File: src/rtl/idc_job_scheduler.sv
// idc_job_scheduler: round-robin job capture for two requesters, a 64-entry
// pixel buffer, a contiguous 64-beat burst to the IDC core, and return of
// the 16 result pixels tagged with the owning requester.
module idc_job_scheduler #(
    parameter int TIMEOUT = 256
) (
    input  logic       clk,
    input  logic       rst,
    input  logic [1:0] req,
    output logic [1:0] grant,
    input  logic       s0_valid,
    input  logic [6:0] s0_data,
    input  logic [3:0] s0_op,
    input  logic       s1_valid,
    input  logic [6:0] s1_data,
    input  logic [3:0] s1_op,
    output logic       core_in_valid,
    output logic [6:0] core_in_data,
    output logic [3:0] core_op,
    input  logic       core_out_valid,
    input  logic [6:0] core_out_data,
    output logic       res_valid,
    output logic [6:0] res_data,
    output logic       res_id,
    output logic       err,
    output logic       busy
);

    localparam int TW = $clog2(TIMEOUT) + 1;

    typedef enum logic [1:0] {C_IDLE, C_FILL, C_FULL} cap_st_t;
    typedef enum logic [1:0] {K_IDLE, K_BURST, K_WAIT, K_DRAIN} core_st_t;

    typedef struct packed {
        logic       vld;
        logic [6:0] data;
        logic [3:0] op;
    } core_beat_t;

    typedef struct packed {
        logic       vld;
        logic [6:0] data;
        logic       id;
    } res_beat_t;

    cap_st_t    c_st, c_nxt;
    core_st_t   k_st, k_nxt;
    logic [1:0] grant_d;
    logic       cap_id, cap_id_d;
    logic       core_id, core_id_d;
    logic       rr_pri, rr_d;     // requester that wins the next tie
    logic       win;
    logic [5:0] ccnt, ccnt_d;
    logic [5:0] bcnt, bcnt_d;
    logic [TW-1:0] tmr, tmr_d;
    logic [3:0] rcnt, rcnt_d;
    logic       err_d, busy_d;
    logic       acc, buf_free;
    logic [6:0] beat_pix;
    logic [3:0] beat_op;
    core_beat_t cb_q, cb_d;
    res_beat_t  rb_q, rb_d;

    logic [6:0] pix_buf [0:63];
    logic [3:0] op_buf  [0:14];

    assign acc      = (grant[0] & s0_valid) | (grant[1] & s1_valid);
    assign beat_pix = cap_id ? s1_data : s0_data;
    assign beat_op  = cap_id ? s1_op   : s0_op;

    assign core_in_valid = cb_q.vld;
    assign core_in_data  = cb_q.data;
    assign core_op       = cb_q.op;
    assign res_valid     = rb_q.vld;
    assign res_data      = rb_q.data;
    assign res_id        = rb_q.id;

    // Job buffer write; contents need no reset since the capture count gates use.
    always_ff @(posedge clk) begin
        if (c_st == C_FILL && acc) begin
            pix_buf[ccnt] <= beat_pix;
            if (ccnt < 6'd15)
                op_buf[ccnt[3:0]] <= beat_op;
        end
    end

    // Capture FSM next state: arbitrate, fill the buffer, hold until the burst frees it.
    always_comb begin
        c_nxt    = c_st;
        grant_d  = grant;
        cap_id_d = cap_id;
        rr_d     = rr_pri;
        ccnt_d   = ccnt;
        win      = 1'b0;
        case (c_st)
            C_IDLE: begin
                if (|req) begin
                    win      = (&req) ? rr_pri : req[1];
                    grant_d  = win ? 2'b10 : 2'b01;
                    cap_id_d = win;
                    rr_d     = ~win;
                    c_nxt    = C_FILL;
                end
            end
            C_FILL: begin
                if (acc) begin
                    ccnt_d = ccnt + 6'd1;
                    if (ccnt == 6'd63) begin
                        c_nxt   = C_FULL;
                        grant_d = 2'b00;
                    end
                end
            end
            C_FULL: begin
                if (buf_free)
                    c_nxt = C_IDLE;
            end
            default: c_nxt = C_IDLE;
        endcase
    end

    // Core FSM next state and the next values of all registered core/result outputs.
    // The output register is loaded one cycle ahead, so the first burst beat is
    // presented in the cycle the FSM enters K_BURST.
    always_comb begin
        k_nxt     = k_st;
        core_id_d = core_id;
        bcnt_d    = bcnt;
        tmr_d     = tmr;
        rcnt_d    = rcnt;
        cb_d      = '0;
        rb_d      = '0;
        err_d     = 1'b0;
        buf_free  = 1'b0;
        case (k_st)
            K_IDLE: begin
                if (c_st == C_FULL) begin
                    core_id_d = cap_id;
                    bcnt_d    = 6'd0;
                    cb_d.vld  = 1'b1;
                    cb_d.data = pix_buf[0];
                    cb_d.op   = op_buf[0];
                    k_nxt     = K_BURST;
                end
            end
            K_BURST: begin
                if (bcnt == 6'd63) begin
                    buf_free = 1'b1;
                    tmr_d    = '0;
                    k_nxt    = K_WAIT;
                end else begin
                    bcnt_d    = bcnt + 6'd1;
                    cb_d.vld  = 1'b1;
                    cb_d.data = pix_buf[bcnt_d];
                    cb_d.op   = (bcnt_d < 6'd15) ? op_buf[bcnt_d[3:0]] : 4'd0;
                end
            end
            K_WAIT: begin
                tmr_d = tmr + 1'b1;
                if (core_out_valid) begin
                    rb_d.vld  = 1'b1;
                    rb_d.data = core_out_data;
                    rb_d.id   = core_id;
                    rcnt_d    = 4'd1;
                    k_nxt     = K_DRAIN;
                end else if (tmr == TW'(TIMEOUT - 1)) begin
                    err_d = 1'b1;
                    k_nxt = K_IDLE;
                end
            end
            K_DRAIN: begin
                if (core_out_valid) begin
                    rb_d.vld  = 1'b1;
                    rb_d.data = core_out_data;
                    rb_d.id   = core_id;
                    rcnt_d    = rcnt + 4'd1;
                    if (rcnt == 4'd15)
                        k_nxt = K_IDLE;
                end
            end
            default: k_nxt = K_IDLE;
        endcase
        busy_d = (c_nxt != C_IDLE) || (k_nxt != K_IDLE);
    end

    // State and output registers; reset aborts any job in flight.
    always_ff @(posedge clk or posedge rst) begin
        if (rst) begin
            c_st    <= C_IDLE;
            k_st    <= K_IDLE;
            grant   <= 2'b00;
            cap_id  <= 1'b0;
            core_id <= 1'b0;
            rr_pri  <= 1'b0;
            ccnt    <= '0;
            bcnt    <= '0;
            tmr     <= '0;
            rcnt    <= '0;
            cb_q    <= '0;
            rb_q    <= '0;
            err     <= 1'b0;
            busy    <= 1'b0;
        end else begin
            c_st    <= c_nxt;
            k_st    <= k_nxt;
            grant   <= grant_d;
            cap_id  <= cap_id_d;
            core_id <= core_id_d;
            rr_pri  <= rr_d;
            ccnt    <= ccnt_d;
            bcnt    <= bcnt_d;
            tmr     <= tmr_d;
            rcnt    <= rcnt_d;
            cb_q    <= cb_d;
            rb_q    <= rb_d;
            err     <= err_d;
            busy    <= busy_d;
        end
    end

endmodule

File: config.mk
export PLATFORM = sky130hd
export DESIGN_NAME = idc_job_scheduler
export DESIGN_NICKNAME = d
export VERILOG_FILES = /design/src/rtl/idc_job_scheduler.sv
export SDC_FILE = /design/constraint.sdc
export NUM_CORES = 1
export LEC_CHECK = 0
export ABC_AREA = 1
export BUFFER_PORTS_ARGS = -buffer_cell sky130_fd_sc_hd__buf_2
export CAP_MARGIN = 5
export CORE_ASPECT_RATIO = 0.7
export CORE_MARGIN = 1.5
export CORE_UTILIZATION = 45
export CTS_BUF_LIST = sky130_fd_sc_hd__clkbuf_4 sky130_fd_sc_hd__clkbuf_8
export DETAILED_ROUTE_END_ITERATION = 16
export PLACE_DENSITY = 0.65
export RECOVER_POWER = 100
export SYNTH_ARGS = -nofsm -noshare
export SYNTH_HDL_FRONTEND = slang
export SYNTH_SLANG_ARGS = --single-unit
File: constraint.sdc
create_clock -name clk -period 3 [get_ports clk]
set_clock_uncertainty 0.05 [all_clocks]
set_input_delay 0.45 -clock clk [delete_from_list [all_inputs] [get_ports clk]]
set_output_delay 0.45 -clock clk [all_outputs]
set_load 0.02 [all_outputs]
==> qor.json, run 1 <==
{
  "routing": {
    "detail_route.vias_per_cell": 5.40,
    "drt_wl_total_um": 62200,
    "wl_per_cell_um": 20.1,
    "drtPass1Iterations": 7,
    "detailroute.via_count": 16700,
    "dr.first_iter.drc_count": 2131,
    "route.antenna.remaining_nets": 0,
    "drc": 0
  },
  "power": {
    "leakage_uw": 0.0101,
    "power_density_mw_per_mm2": 922,
    "irDropWorstVdd_mv": 0.805
  },
  "yosys": {
    "syn_area_mm2": 0.0238,
    "muxShareOfSynthArea": 0.000420,
    "ys_async_sr_fraction": 0.101,
    "postSynthCellCount": 2216,
    "postSynthAreaPerCell_um2": 10.7,
    "dominant_combinational_cell_family_by_area_after_synthesis": "simple AND/OR/NAND/NOR gates",
    "synth.top_cells.by_count": "sky130_fd_sc_hd__nand2_1, sky130_fd_sc_hd__edfxtp_1, sky130_fd_sc_hd__nor2_1, sky130_fd_sc_hd__nand3_1, sky130_fd_sc_hd__o21ai_0",
    "compound_gate_portion_of_the_synthesized_area": 0.0397,
    "post_synth_adder_cell_area": 0.00473,
    "seq_area_frac_synth": 0.700,
    "synth.most_common_cell": "sky130_fd_sc_hd__nand2_1",
    "synth.distinct_cells": 34,
    "synth_enable_flop_cells": 508,
    "synth_simple_gate_area_frac": 0.205,
    "synth_top_cell_area_share": 0.641,
    "synth_seq_cells": 565,
    "ys.warnings.count": 0,
    "synth_fp_nets": 2261,
    "synth_area_leaders": "sky130_fd_sc_hd__edfxtp_1, sky130_fd_sc_hd__nand2_1, sky130_fd_sc_hd__nor2_1",
    "postSynth.topFlopCell": "sky130_fd_sc_hd__edfxtp_1",
    "yosysTopAreaCell": "sky130_fd_sc_hd__edfxtp_1",
    "synth_xor_area_frac": 0.00431
  },
  "layout": {
    "synthToLayoutAreaGrowth_pct": 12.0,
    "fraction_of_layout_cells_with_a_size_suffix_above_1": 0.0826,
    "n_antenna_cell": 0,
    "design_area_mm2": 0.0267,
    "design.final.nets": 2392,
    "finalNonFillerCells": 3094
  },
  "sta": {
    "hold_violations": 0,
    "final_worst_path_period_share": 0.909,
    "worstMarginPinSlew_ns": 1.53,
    "fin_tns_setup_ns": 0,
    "relSlewSlack": -0.0199,
    "period_needed_ns": 2.73,
    "setup_slack_ns": 0.274,
    "fmaxAchievable_ghz": 0.367,
    "setup_viol": 0,
    "rsz_0062_raised_after_global_routing": "false",
    "timing.hold.ws_ns": 0.125,
    "finalMaxSlewViolations": 129
  },
  "place": {
    "placed_area_mm2": 0.0253,
    "placement.setup.worst_slack_ns": 0.496,
    "dp.cells": 2938,
    "placement.io_buffers": 60,
    "hpwl_um": 37600,
    "place_congestion": 0.919
  },
  "global_route": {
    "via_count_of_the_first_global_routing_pass": 16000,
    "grt_remaining_overflow": 0,
    "globalRouteTotalUtil": 0.229,
    "grt_start_max_net_pins": 184,
    "grt_pass1_wl_um": 94600,
    "grt_antenna_before_repair": 0
  },
  "setup_path": {
    "crit_required_ns": 3.23,
    "critical_path.cell_chain": "nor2_1, nand2_1, nor2_1, nand3_1, nor2_1, clkbuf_1",
    "cpLargestDelayFamily": "simple AND/OR/NAND/NOR gates",
    "critical_path.most_common_cell": "sky130_fd_sc_hd__nor2_1",
    "cp-start-kind": "flip-flop",
    "cp_num_buf_inv": 1,
    "slowest_stage": "sky130_fd_sc_hd__clkbuf_1",
    "criticalPathCategory": "flip-flop to flip-flop",
    "endpoint_kind": "flip-flop",
    "max_stage_delay_ns": 0.45,
    "worst-path-max-fanout": 7,
    "critical_path_arrival_ns": 2.95
  },
  "floorplanning": {
    "floorplan.die_area_mm2": 0.0543,
    "fp-row-count": 70,
    "floorplan.core_area_mm2": 0.0522,
    "chipHeight_um": 195,
    "ioPinCount": 61,
    "initial_core_util": 0.456,
    "die_width_um": 278
  },
  "clock_network": {
    "clock_insertion_delay_worst_skew_ns": 0.65,
    "clockRootBuffer": "sky130_fd_sc_hd__clkbuf_8",
    "cts-buffers-inserted": 82,
    "cts_sink_cnt": 565,
    "clock_transition_at_path_regs_ns": 0.07,
    "clk_path_buf_depth": 3,
    "ctsHtreeMaxLevel": 3,
    "count_of_buffers_added_by_post_cts_timing_repair_for_setup": 0,
    "clock_tree_from_tritoncts": "built"
  },
  "status": {
    "status": "finished with violations",
    "failed_checks": "max-capacitance violations, max-slew violations"
  },
  "job": {
    "drv.max_cap_violation_count": 2
  },
  "worst_hold_path": {
    "timing.hold.worst.class": "input port to flip-flop"
  }
}
[final cells by class]
type                    instances  area, um^2
multi-input cells            1408        6080
repair buffers                160         933
clock inverters                33         210
inverters                     130         494
clock buffers                 114        1410
flip-flops and latches        565       16700
well taps                     684         856
fillers                      4608       25500
[worst paths after layout]
kind	start	to	slack [ns]	depth (start not counted)
max	c_st[1]$_DFF_PP0_	pix_buf[9][6]$_DFFE_PP_	0.27	6
min	req[1]	rr_pri$_DFFE_PP0P_	0.12	4
max reg2reg	c_st[1]$_DFF_PP0_	pix_buf[9][6]$_DFFE_PP_	0.27	6
min reg2reg	op_buf[0][3]$_DFFE_PP_	core_op[3]$_DFF_PP0_	0.44	2
max in group asynchronous	rst	tmr[7]$_DFFE_PP0P_	0.53	4
min in group asynchronous	rst	res_data[6]$_DFF_PP0_	0.59	3
[layout by cell type, fill, tap and decap left out, types with 2 or more instances in the layout]
cell / count
sky130_fd_sc_hd__buf_2: 36
sky130_fd_sc_hd__inv_1: 124
sky130_fd_sc_hd__edfxtp_1: 508
sky130_fd_sc_hd__nand2_1: 540
sky130_fd_sc_hd__clkinv_2: 7
sky130_fd_sc_hd__a31oi_1: 4
sky130_fd_sc_hd__clkbuf_8: 89
sky130_fd_sc_hd__nand2_2: 2
sky130_fd_sc_hd__inv_2: 3
sky130_fd_sc_hd__o21ai_0: 149
sky130_fd_sc_hd__nor3_1: 6
sky130_fd_sc_hd__clkinvlp_4: 3
sky130_fd_sc_hd__nand3_1: 258
sky130_fd_sc_hd__xor2_1: 6
sky130_fd_sc_hd__buf_4: 7
sky130_fd_sc_hd__buf_12: 12
sky130_fd_sc_hd__a21oi_1: 4
sky130_fd_sc_hd__nand4_1: 4
sky130_fd_sc_hd__inv_6: 4
sky130_fd_sc_hd__clkbuf_2: 2
sky130_fd_sc_hd__clkinv_1: 20
sky130_fd_sc_hd__dlygate4sd3_1: 9
sky130_fd_sc_hd__xnor2_1: 2
sky130_fd_sc_hd__clkbuf_1: 92
sky130_fd_sc_hd__dfrtp_1: 57
sky130_fd_sc_hd__clkbuf_4: 27
sky130_fd_sc_hd__nor2_1: 393
sky130_fd_sc_hd__o21ai_1: 14
sky130_fd_sc_hd__o22ai_1: 8
sky130_fd_sc_hd__bufinv_16: 2
sky130_fd_sc_hd__ha_1: 8
[power breakdown]
| part | internal (uW) | switching, uW | leakage (uW) |
|---|---|---|---|
| clock | 3230 | 2940 | 0.000850 |
| sequential | 8770 | 228 | 0.00526 |
| combinational | 2680 | 6740 | 0.00400 |
| total | 14700 | 9910 | 0.0101 |
[metal layers]
metal	vias up	wire length [um]	global-route usage
li1	7741	-	-
met1	8085	28000	0.341
met2	783	26100	0.322
met3	97	6840	0.0715
met4	2	1120	0.0587
met5	-	109	0.0150
[cell families (layout without fill, tap and decap cells)]
family / after synthesis / count (layout)
adders and majority gates: 9 / 9
buffers and inverters: 243 / 437
and+or+nand+nor: 1205 / 1205
muxes: 1 / 1
AOI/OAI and AO/OA: 183 / 183
DFF: 565 / 565
xor gates and xnor gates: 10 / 10
[worst reg2reg max path, delay by kind of cell, from the launching register on]
| kind | cells | cell delay (ns) |
|---|---|---|
| flops | 1 | 0.39 |
| simple gates | 5 | 1.45 |
| buf+inv | 1 | 0.45 |
[timing repair]
action | 4_1_cts | 5_1_grt
resized for setup | 0 | 0
hold endpoints to repair | 34 | 0
hold buffers | 9 | 0
[metrics by stage]
step | total power [uW] | util
4_1_cts | 24600 | 0.518
2_1_floorplan | 15600 | -
3_5_place_dp | 18400 | 0.485
3_3_place_gp | 18400 | 0.485
6_report | 24600 | 0.511
5_1_grt | 25900 | 0.511
[registers in the layout, indices dropped and copies added (netlist names), 4 cells and up]
register      flops
op_buf           60
pix_buf         448
tmr               9
rcnt              4
bcnt              6
core_in_data      7
ccnt              6
core_op           4
res_data          7
(Power assumes the default switching activity.)
==> run 2: changes to the inputs <==
--- a/config.mk
+++ b/config.mk
@@ -15,6 +15,8 @@
 export DETAILED_ROUTE_END_ITERATION = 16
 export PLACE_DENSITY = 0.65
 export RECOVER_POWER = 100
+export SETUP_SLACK_MARGIN = 0.3
+export SKIP_LAST_GASP = 1
 export SYNTH_ARGS = -nofsm -noshare
 export SYNTH_HDL_FRONTEND = slang
 export SYNTH_SLANG_ARGS = --single-unit
==> run 2 against run 1 <==
  * The flow now finishes without violations
  * Hold slack got worse by 0.015 ns
  * First-iteration DRC count down 2.9%
  * Wire length decreased by 0.16%
  * Sequential cell count stayed put
  * Critical path depth grew 5
  * Non-clock buffer count unchanged
  * Clock-buffer cell count stayed put
  * Critical endpoint is now core_in_data[2]$_DFF_PP0_
  * Via count down 0.22%
  * Core utilization about the same
  * Cell count unchanged
  * Sequential share of layout area fell by 0.059 points
==> qor.json, run 2 (same netlist as run 1, synthesis figures left out) <==
{
  "status": {
    "status": "complete, no violations"
  },
  "sta": {
    "worstMarginPinSlew": {"value": 1.34, "unit": "ns", "change": "-0.188 ns"},
    "finalMaxSlewViolations": {"value": 0, "change": "-100%"},
    "hold_violations": {"value": 0, "change": "unchanged"},
    "rsz_0062_raised_after_global_routing": "false",
    "final_worst_path_period_share": {"value": 0.883, "change": "-0.0257"},
    "fin_tns_setup": {"value": 0, "unit": "ns", "change": "unchanged"},
    "fmaxAchievable": {"value": 0.377, "unit": "GHz", "change": "+2.9%"},
    "period_needed": {"value": 2.65, "unit": "ns", "change": "-0.0771 ns"},
    "setup_viol": {"value": 0, "change": "unchanged"},
    "timing.hold.ws": {"value": 0.110, "unit": "ns", "change": "-0.0150 ns"},
    "relSlewSlack": {"value": 0.105, "change": "+0.125"}
  },
  "layout": {
    "design.final.nets": {"value": 2392, "change": "unchanged"},
    "n_antenna_cell": {"value": 0, "change": "unchanged"},
    "largest_register": "pix_buf",
    "largest_reg_flops": {"value": 448, "change": "unchanged"},
    "fraction_of_layout_cells_with_a_size_suffix_above_1": {"value": 0.0838, "change": "+0.00124"},
    "final_cell_mix": "sky130_fd_sc_hd__nand2_1, sky130_fd_sc_hd__edfxtp_1, sky130_fd_sc_hd__nor2_1",
    "most_common_cell_after_layout_fill_and_taps_aside": "sky130_fd_sc_hd__nand2_1",
    "synthToLayoutAreaGrowth": {"value": 12.1, "unit": "%", "change": "about the same"}
  },
  "power": {
    "leakage": {"value": 0.0101, "unit": "uW", "change": "+0.15%"},
    "power_density": {"value": 922, "unit": "mW/mm^2", "change": "about the same"},
    "irDropWorstVdd": {"value": 0.810, "unit": "mV", "change": "+0.68%"}
  },
  "place": {
    "hpwl": {"value": 37600, "unit": "um", "change": "unchanged"},
    "placement.io_buffers": {"value": 60, "change": "unchanged"},
    "place_congestion": {"value": 0.919, "change": "unchanged"}
  },
  "routing": {
    "dr.first_iter.drc_count": {"value": 2070, "change": "-2.9%"},
    "wl_per_cell": {"value": 20.1, "unit": "um", "change": "-0.16%"},
    "drc": {"value": 0, "change": "unchanged"},
    "drt_wl_total": {"value": 62100, "unit": "um", "change": "-0.16%"},
    "wl_met1": {"value": 28000, "unit": "um", "change": "about the same"},
    "drtPass1Iterations": {"value": 9, "change": "+2"},
    "highest-signal-layer": "met5",
    "detailroute.via_count": {"value": 16700, "change": "-0.22%"},
    "route.antenna.remaining_nets": {"value": 0, "change": "unchanged"},
    "detail_route.vias_per_cell": {"value": 5.39, "change": "-0.22%"},
    "routed-wl-met3": {"value": 6880, "unit": "um", "change": "+0.57%"},
    "met2_length": {"value": 26000, "unit": "um", "change": "-0.25%"}
  },
  "clock_network": {
    "clock_insertion_delay_worst_skew": {"value": 0.65, "unit": "ns", "change": "about the same"},
    "count_of_buffers_added_by_post_cts_timing_repair_for_setup": {"value": 0, "change": "unchanged"},
    "ctsHtreeMaxLevel": {"value": 3, "change": "unchanged"},
    "clockRootBuffer": "sky130_fd_sc_hd__clkbuf_8",
    "cts-buffers-inserted": {"value": 82, "change": "unchanged"},
    "clock_transition_at_path_regs": {"value": 0.07, "unit": "ns", "change": "about the same"},
    "clock_tree_from_tritoncts": "built",
    "cts_sink_cnt": {"value": 565, "change": "unchanged"},
    "clk_path_buf_depth": {"value": 3, "change": "unchanged"}
  },
  "floorplanning": {
    "floorplan.die_area": {"value": 0.0543, "unit": "mm^2", "change": "unchanged"},
    "die_width": {"value": 278, "unit": "um", "change": "unchanged"},
    "initial_core_util": {"value": 0.456, "change": "unchanged"},
    "fp-row-count": {"value": 70, "change": "unchanged"},
    "ioPinCount": {"value": 61, "change": "unchanged"},
    "chipHeight": {"value": 195, "unit": "um", "change": "unchanged"},
    "floorplan.core_area": {"value": 0.0522, "unit": "mm^2", "change": "unchanged"}
  },
  "global_route": {
    "grt_start_max_net_pins": {"value": 184, "change": "unchanged"},
    "grt_remaining_overflow": {"value": 0, "change": "unchanged"},
    "globalRouteTotalUtil": {"value": 0.229, "change": "unchanged"},
    "grt_antenna_before_repair": {"value": 0, "change": "unchanged"},
    "via_count_of_the_first_global_routing_pass": {"value": 16000, "change": "unchanged"},
    "grt_pass1_wl": {"value": 94600, "unit": "um", "change": "unchanged"}
  },
  "setup_path": {
    "crit_required": {"value": 3.48, "unit": "ns", "change": "+0.25 ns"},
    "criticalPathCategory": "flip-flop to flip-flop",
    "worst-path-max-fanout": {"value": 56, "change": "+49"},
    "endpoint_kind": "flip-flop",
    "critical_path_arrival": {"value": 3.13, "unit": "ns", "change": "+0.18 ns"},
    "cp-start-kind": "flip-flop"
  },
  "job": {
    "drv.max_cap_violation_count": {"value": 0, "change": "-2"}
  },
  "worst_hold_path": {
    "timing.hold.worst.class": "input port to flip-flop"
  }
}
[run 2: cell count changes in the layout (fill, tap and decap cells not counted), sizes merged]
cell	change
buf	+1
clkbuf	-1
inv	-1
clkinv	+1
[run 2: worst max-delay path, stage by stage (launching register included)]
cell and delay [ns]:
sky130_fd_sc_hd__dfrtp_1 0.54, sky130_fd_sc_hd__inv_6 0.07, sky130_fd_sc_hd__ha_4 0.27, sky130_fd_sc_hd__clkinv_2 0.07, sky130_fd_sc_hd__clkbuf_4 0.61, sky130_fd_sc_hd__nor2_1 0.11
sky130_fd_sc_hd__o21ai_0 0.11, sky130_fd_sc_hd__nand3_1 0.18, sky130_fd_sc_hd__nand3_1 0.14, sky130_fd_sc_hd__nand3_1 0.16, sky130_fd_sc_hd__nand3_1 0.13, sky130_fd_sc_hd__nand3_1 0.08
[run 2: power breakdown]
part / internal (uW) / switching (uW)
combinational: 2690 / 6770
sequential: 8770 / 228
clock: 3230 / 2940
[run 2: path summary, 6_finish.rpt]
kind	startpoint	endpoint	slack [ns]	depth (start not counted)
min in group asynchronous	rst	res_data[6]$_DFF_PP0_	0.59	3
worst min register to register	core_id$_DFFE_PP0P_	core_id$_DFFE_PP0P_	0.44	2
worst max-delay path	bcnt[0]$_DFFE_PP0P_	core_in_data[2]$_DFF_PP0_	0.35	11
max in group asynchronous	rst	tmr[7]$_DFFE_PP0P_	0.51	4
worst min-delay path	req[1]	rr_pri$_DFFE_PP0P_	0.11	4
worst max register to register	bcnt[0]$_DFFE_PP0P_	core_in_data[2]$_DFF_PP0_	0.35	11
[run 2: layout make-up]
type | instances | area (um^2)
fill | 4602 | 25500
clock buffer | 114 | 1410
multi-input combinational | 1408 | 6090
inverter | 130 | 494
tap | 684 | 856
sequential | 565 | 16700
clock inverter | 33 | 210
timing repair buffer | 160 | 950
[run 2: metal layers]
metal,GRT usage,vias to the layer above
met5,0.0150,-
met2,0.322,811
li1,-,7745
met1,0.341,8020
met4,0.0587,2
met3,0.0715,93
[run 2: through the flow]
stage / std cells / setup WS [ns] / utilization / total power, uW / instance area, um^2
after floorplan: 2216 / 0.591 / - / 15600 / 23800
after global placement: 2938 / 0.507 / 0.485 / 18400 / 25300
after detailed placement: 2938 / 0.496 / 0.485 / 18400 / 25300
after CTS: 3094 / 0.493 / 0.518 / 24600 / 27000
after global routing: 3094 / 0.164 / 0.511 / 26000 / 26700
final: 3094 / 0.351 / 0.511 / 24600 / 26700
[run 2: repair_timing]
action,4_1_cts,5_1_grt
resized for setup,0,1
hold buffers,9,0
endpoints found under the setup margin,0,4
endpoints found under the hold margin,34,0
